<file path="src/rtl/jtframe_data_io_if.sv">
// Download bus bundle: SPI lines from the MiST I/O controller and the byte-wide ioctl bus to the core.
// dl_sum is present only when JTFRAME_DL_SUM_EN is defined.
interface jtframe_data_io_if #(
   parameter int AW = 22
);
   logic          SPI_SCK;
   logic          SPI_SS2;
   logic          SPI_DI;
   logic          downloading;
   logic [7:0]    ioctl_index;
   logic [AW-1:0] ioctl_addr;
   logic [7:0]    ioctl_data;
   logic          ioctl_wr;
`ifdef JTFRAME_DL_SUM_EN
   logic [15:0]   dl_sum;

   modport slave (
      input  SPI_SCK, SPI_SS2, SPI_DI,
      output downloading, ioctl_index, ioctl_addr, ioctl_data, ioctl_wr, dl_sum
   );
   modport master (
      output SPI_SCK, SPI_SS2, SPI_DI,
      input  downloading, ioctl_index, ioctl_addr, ioctl_data, ioctl_wr, dl_sum
   );
`else
   modport slave (
      input  SPI_SCK, SPI_SS2, SPI_DI,
      output downloading, ioctl_index, ioctl_addr, ioctl_data, ioctl_wr
   );
   modport master (
      output SPI_SCK, SPI_SS2, SPI_DI,
      input  downloading, ioctl_index, ioctl_addr, ioctl_data, ioctl_wr
   );
`endif
endinterface

</file>
<file path="src/rtl/jtframe_data_io.sv">
// Oversampled SPI download responder: MiST ARM file transfers become ioctl byte writes.
// Define JTFRAME_DL_SUM_EN to add a 16-bit additive checksum of the strobed bytes on dl_sum.
module jtframe_data_io #(
   parameter int AW = 22
) (
   input  logic             clk,
   input  logic             rst,
   jtframe_data_io_if.slave bus
);

   typedef enum logic [2:0] {ST_CMD, ST_TXCTL, ST_INDEX, ST_DATA, ST_SKIP} state_t;

   localparam logic [7:0] CMD_TXCTL = 8'h53;
   localparam logic [7:0] CMD_DATA  = 8'h54;
   localparam logic [7:0] CMD_INDEX = 8'h55;

   logic [1:0]    sck_sync, ss2_sync, di_sync;
   logic          sck_last;
   logic          sck_rise;
   logic          ss_idle;
   logic [6:0]    shift;
   logic [2:0]    bit_cnt;
   logic          byte_valid;
   logic [7:0]    rx_byte;
   state_t        state;
   logic [AW-1:0] dl_cnt;

   assign sck_rise = sck_sync[1] & ~sck_last;
   assign ss_idle  = ss2_sync[1];

   // SS2 resets to "deselected" so nothing shifts until the controller really drives it low.
   always_ff @(posedge clk or posedge rst) begin
      if (rst) begin
         sck_sync <= '0;
         ss2_sync <= '1;
         di_sync  <= '0;
         sck_last <= 1'b0;
      end else begin
         // NOTE: non-blocking assignments make every flop sample the old value of its neighbour,
         // which is what turns this chain into a real two-stage synchronizer.
         sck_sync <= {sck_sync[0], bus.SPI_SCK};
         ss2_sync <= {ss2_sync[0], bus.SPI_SS2};
         di_sync  <= {di_sync[0],  bus.SPI_DI};
         sck_last <= sck_sync[1];
      end
   end

   always_ff @(posedge clk or posedge rst) begin
      if (rst) begin
         shift      <= '0;
         bit_cnt    <= '0;
         byte_valid <= 1'b0;
         rx_byte    <= '0;
      end else begin
         byte_valid <= 1'b0;
         if (ss_idle) begin
            bit_cnt <= '0;
         end else if (sck_rise) begin
            shift   <= {shift[5:0], di_sync[1]};
            bit_cnt <= bit_cnt + 3'd1;
            if (bit_cnt == 3'd7) begin
               rx_byte    <= {shift, di_sync[1]};
               byte_valid <= 1'b1;
            end
         end
      end
   end

   always_ff @(posedge clk or posedge rst) begin
      if (rst) begin
         state           <= ST_CMD;
         dl_cnt          <= '0;
         bus.downloading <= 1'b0;
         bus.ioctl_index <= '0;
         bus.ioctl_addr  <= '0;
         bus.ioctl_data  <= '0;
         bus.ioctl_wr    <= 1'b0;
`ifdef JTFRAME_DL_SUM_EN
         bus.dl_sum      <= '0;
`endif
      end else begin
         bus.ioctl_wr <= 1'b0;
         if (byte_valid) begin
            unique case (state)
               ST_CMD: begin
                  case (rx_byte)
                     CMD_TXCTL: state <= ST_TXCTL;
                     CMD_DATA:  state <= ST_DATA;
                     CMD_INDEX: state <= ST_INDEX;
                     default:   state <= ST_SKIP;
                  endcase
               end
               ST_TXCTL: begin
                  if (rx_byte == 8'hFF) begin
                     bus.downloading <= 1'b1;
                     dl_cnt          <= '0;
`ifdef JTFRAME_DL_SUM_EN
                     bus.dl_sum      <= '0;
`endif
                  end else if (rx_byte == 8'h00) begin
                     bus.downloading <= 1'b0;
                  end
                  state <= ST_SKIP;
               end
               ST_INDEX: begin
                  bus.ioctl_index <= rx_byte;
                  state           <= ST_SKIP;
               end
               ST_DATA: begin
                  // Data streams until SS2 rises; the counter wraps freely at 2^AW.
                  if (bus.downloading) begin
                     bus.ioctl_data <= rx_byte;
                     bus.ioctl_addr <= dl_cnt;
                     bus.ioctl_wr   <= 1'b1;
                     dl_cnt         <= dl_cnt + AW'(1);
`ifdef JTFRAME_DL_SUM_EN
                     bus.dl_sum     <= bus.dl_sum + {8'd0, rx_byte};
`endif
                  end
               end
               default: ;
            endcase
         end
         // Deselect always wins, so a frame end can never leave the FSM mid-command.
         if (ss_idle) state <= ST_CMD;
      end
   end

endmodule

</file>
<file path="src/flat_wrapper.sv">
// flat-port wrapper written by rule: the top's interface ports become plain ports
module jtframe_data_io_flat 
#(
   parameter int AW = 22
)
  (clk, rst, bus_SPI_SCK, bus_SPI_SS2, bus_SPI_DI, bus_downloading, bus_ioctl_index, bus_ioctl_addr, bus_ioctl_data, bus_ioctl_wr);
  jtframe_data_io_if #(.AW(AW)) bus_i ();
  input  logic clk;
  input  logic rst;
  input wire logic [$bits(bus_i.SPI_SCK)-1:0] bus_SPI_SCK;
  input wire logic [$bits(bus_i.SPI_SS2)-1:0] bus_SPI_SS2;
  input wire logic [$bits(bus_i.SPI_DI)-1:0] bus_SPI_DI;
  output wire logic [$bits(bus_i.downloading)-1:0] bus_downloading;
  output wire logic [$bits(bus_i.ioctl_index)-1:0] bus_ioctl_index;
  output wire logic [$bits(bus_i.ioctl_addr)-1:0] bus_ioctl_addr;
  output wire logic [$bits(bus_i.ioctl_data)-1:0] bus_ioctl_data;
  output wire logic [$bits(bus_i.ioctl_wr)-1:0] bus_ioctl_wr;
  assign bus_i.SPI_SCK = bus_SPI_SCK;
  assign bus_i.SPI_SS2 = bus_SPI_SS2;
  assign bus_i.SPI_DI = bus_SPI_DI;
  assign bus_downloading = bus_i.downloading;
  assign bus_ioctl_index = bus_i.ioctl_index;
  assign bus_ioctl_addr = bus_i.ioctl_addr;
  assign bus_ioctl_data = bus_i.ioctl_data;
  assign bus_ioctl_wr = bus_i.ioctl_wr;
  jtframe_data_io #(.AW(AW)) u_core (.clk(clk), .rst(rst), .bus(bus_i));
endmodule
</file>
<file path="config.mk">
export PLATFORM = sky130hd
export DESIGN_NAME = jtframe_data_io_flat
export DESIGN_NICKNAME = d
export VERILOG_FILES = /design/src/rtl/jtframe_data_io_if.sv /design/src/rtl/jtframe_data_io.sv /design/src/flat_wrapper.sv
export SDC_FILE = /design/constraint.sdc
export NUM_CORES = 1
export LEC_CHECK = 0
export BUFFER_PORTS_ARGS = -buffer_cell sky130_fd_sc_hd__buf_4
export CAP_MARGIN = 20
export CORE_UTILIZATION = 45
export DETAILED_ROUTE_END_ITERATION = 16
export PLACE_DENSITY = 0.69
export SLEW_MARGIN = 20
export SYNTH_ARGS = -nofsm -noshare
export SYNTH_HDL_FRONTEND = slang
export SYNTH_SLANG_ARGS = --single-unit
</file>
<file path="constraint.sdc">
create_clock -name clk -period 7.27 [get_ports clk]
set_input_delay 0.3635 -clock clk [delete_from_list [all_inputs] [get_ports clk]]
set_output_delay 0.3635 -clock clk [all_outputs]
set_load 0.01 [all_outputs]
</file>
==> key figures <==
Outcome
  – Status: complete, no violations

Placed design
  – Port Buffers: 44
  – Hpwl dp: 4975 um
  – Final GP Congestion: 0.7834
  – Placed instance area: 4282 um^2

Drt
  – Final wirelength: 7328 um
  – Drt initial violations: 130
  – WL/cell: 14.07 um
  – Via count: 2,722
  – Routed Antenna Nets: 0
  – Avg Vias per Cell: 5.225
  – Initial DRT Pass Iterations: 4
  – DRC Markers: 0

Die
  – Die ar.: 8921 um^2
  – Initial core utilization: 46.58%
  – Std-Cell Rows: 33
  – IO Count: 45
  – Horiz. Die Dim: 94.45 um
  – Core area: 8258 um^2
  – Die Y: 94.45 um

Worst setup path
  – Critical Path Start Type: flip-flop
  – Slowest stage delay, CP: 0.48 ns
  – Worst path cell trace: nand3b_1, and2b_1, nand4_1, or3_1, a21oi_1
  – Worst EP required: 7.54 ns
  – Crit path capture type: flip-flop
  – Crit Path Class: reg -> reg
  – Crit path max-delay family: simple AND/OR/NAND/NOR gates
  – Max Fanout on Critical Path: 8
  – CP Buf/Inv Count: 0
  – Max stage delay cell, worst path: dfrtp_1
  – CP arrival: 2.27 ns

STA
  – Final hold violation count: 0
  – Minimum clock period: 1.998 ns
  – Slew Limit Headroom: 50.38%
  – F_max: 500.6 MHz
  – RSZ-0062 raised after global routing: false
  – Max Clock Skew: 0.007960 ns
  – Worst Max-Slew Pin Slew: 0.7434 ns
  – Fin Setup TNS: 0 ns
  – Final worst-path cycle share: 27.48%
  – Pins Over Slew Limit: 0
  – Final setup viols: 0

Power
  – Power per Cell Area: 195.3 nW/um^2
  – Worst vdd ir: 146.3 uV
  – Lkg Pwr: 2.250 nW

Yosys
  – Yosys warns: 0
  – Synth area leaders: dfrtp_1 58%, nand2_1 10%, mux2_2 5.3%
  – Synth Instances: 367
  – Cell area after synthesis: 3846 um^2
  – Top-count cell post-synth: nand2_1
  – Mean Syn Cell Area: 10.48 um^2
  – EDFF count, synth: 0
  – Seq/Total Area, Yosys: 59.27%
  – Area leader, netlist: dfrtp_1
  – Yosys cell types: 43
  – Leading register cell type out of synthesis: dfrtp_1
  – Syn Nets: 375
  – Asr flop ratio synth: 100.0%
  – Yosys reg bits: 91
  – Area fraction of the dominant cell type after synthesis: 57.91%
  – Commonest cells in the synthesized netlist: 106 x nand2_1, 89 x dfrtp_1, 21 x nor2_1, 18 x mux2_2, 15 x o21ai_0

Clock network
  – Root buffer cell: clkbuf_8
  – CTS Buffer Depth: 2
  – Worst skew pair latency: 0.35 ns
  – H-tree Lvls: 3
  – TritonCTS clock tree: built
  – Clock sink count: 91
  – Cts hold-fix bufs: 0
  – Post-CTS resize count: 0
  – Cts bufs inserted: 9
  – # Post-CTS Setup Buffers: 0
  – Clock-pin slew on the worst setup and hold paths: 0.08 ns

Finish
  – Fraction of layout cells with a size suffix above 1: 20.91%
  – Area growth syn-to-layout: 15.52%
  – ANT cells: 0
  – Finished layout cell area: 4443 um^2
  – # nets final: 420

GRT
  – Gr usage total: 18.32%
  – Pin count of the biggest net entering global routing: 49
  – Vias in the first global route: 2,728
  – Gr ovfl total: 0
  – Initial antenna violation count: 0
  – First-pass GRT wire length: 12,780 um

Job
  – Max-Cap Viols: 0

Hold path
  – Hold WC Path Type: in -> async
report_power, final:
| group | leakage (nW) | switching, mW | internal, mW |
|---|---|---|---|
| clock | 0.0795 | 0.167 | 0.132 |
| combinational | 0.930 | 0.0151 | 0.0150 |
| sequential | 1.24 | 0.0138 | 0.525 |
cells by family (layout without fill, tap and decap cells):
family	Yosys count	count (layout)	synth area share, %
adder cells (fa/ha/maj)	3	3	0.9760
multiplexers	24	24	6.994
buffers and inverters	20	69	2.147
flip-flops	91	91	59.27
AND/OR/NAND/NOR	179	179	22.38
AO/OA/AOI/OAI	43	43	6.637
XOR/XNOR	7	7	1.594
cells in the final DEF, fill, tap and decap left out, types with 3 or more instances in the layout:
cell type / n
a21oi_1: 13
buf_4: 47
clkbuf_1: 3
clkbuf_8: 10
dfrtp_1: 89
ha_1: 3
inv_1: 5
mux2_1: 5
mux2_2: 18
nand2_1: 106
nand2b_1: 3
nand3_1: 9
nand3b_1: 3
nand4_1: 4
nand4b_1: 4
nor2_1: 21
nor2b_1: 3
nor3_1: 3
o21ai_0: 15
o21ai_1: 4
o31ai_1: 5
or3_1: 8
xor2_1: 5
state kept, by name, indices dropped and copies added, names as in the netlist:
| name | count |
|---|---|
| u_core.sck_last | 1 |
| u_core.shift | 7 |
| u_core.bus.ioctl_wr | 1 |
| u_core.di_sync | 2 |
| u_core.byte_valid | 1 |
| u_core.state | 3 |
| u_core.bus.ioctl_data | 8 |
| u_core.bus.ioctl_index | 8 |
| u_core.bus.downloading | 1 |
| u_core.bus.ioctl_addr | 22 |
| u_core.dl_cnt | 22 |
| u_core.ss2_sync | 2 |
| u_core.rx_byte | 8 |
| u_core.sck_sync | 2 |
| u_core.bit_cnt | 3 |
worst paths after layout:
kind                                   start                         to  slack (ns)  cells after the start
setup / recovery             u_core.state[0]          u_core.dl_cnt[18]        5.27                      5
hold / removal                           rst  u_core.bus.ioctl_index[3]        0.11                      2
setup reg to reg             u_core.state[0]          u_core.dl_cnt[18]        5.27                      5
hold reg to reg            u_core.di_sync[0]          u_core.di_sync[1]        0.35                      0
max in group asynchronous                rst  u_core.bus.ioctl_addr[15]        6.09                      3
min in group clk                  bus_SPI_DI          u_core.di_sync[0]        0.12                      1
worst register-to-register path, delay by kind of cell, from the launching register on:
family             cells  cell delay (ns)
AOI/OAI and AO/OA      1             0.16
DFF                    1             0.48
and+or+nand+nor        4             1.27
per-stage QoR:
stage / cells / hold WS (ns) / util [%] / worst slack (ns) / power, mW
after floorplan: 367 / 0.3312 / - / 4.546 / 0.5670
final: 521 / 0.1149 / 53.80 / 5.272 / 0.8679
after CTS: 521 / 0.1094 / 53.80 / 5.281 / 0.8761
after global routing: 521 / 0.1060 / 53.80 / 5.116 / 0.9013
after detailed placement: 506 / 0.3381 / 51.85 / 5.295 / 0.5799
after global placement: 506 / 0.3363 / 51.85 / 5.387 / 0.5774
metal layers:
layer	GRT usage, %	part of all wire [%]	vias up
li1	-	-	1333
met1	23.07	46	1342
met2	32.13	49	40
met3	2.738	2.7	7
met4	6.439	1.5	0
met5	0	0	-
area by class of cell:
type,instances,area (um^2)
inverter,7,27.53
timing repair buffer,47,352.8
clock buffer,13,148.9
sequential,91,2280
fill,749,3815
tap,105,131.4
multi-input combinational,256,1490
clock inverter,2,12.51
(Power assumes the default switching activity.)
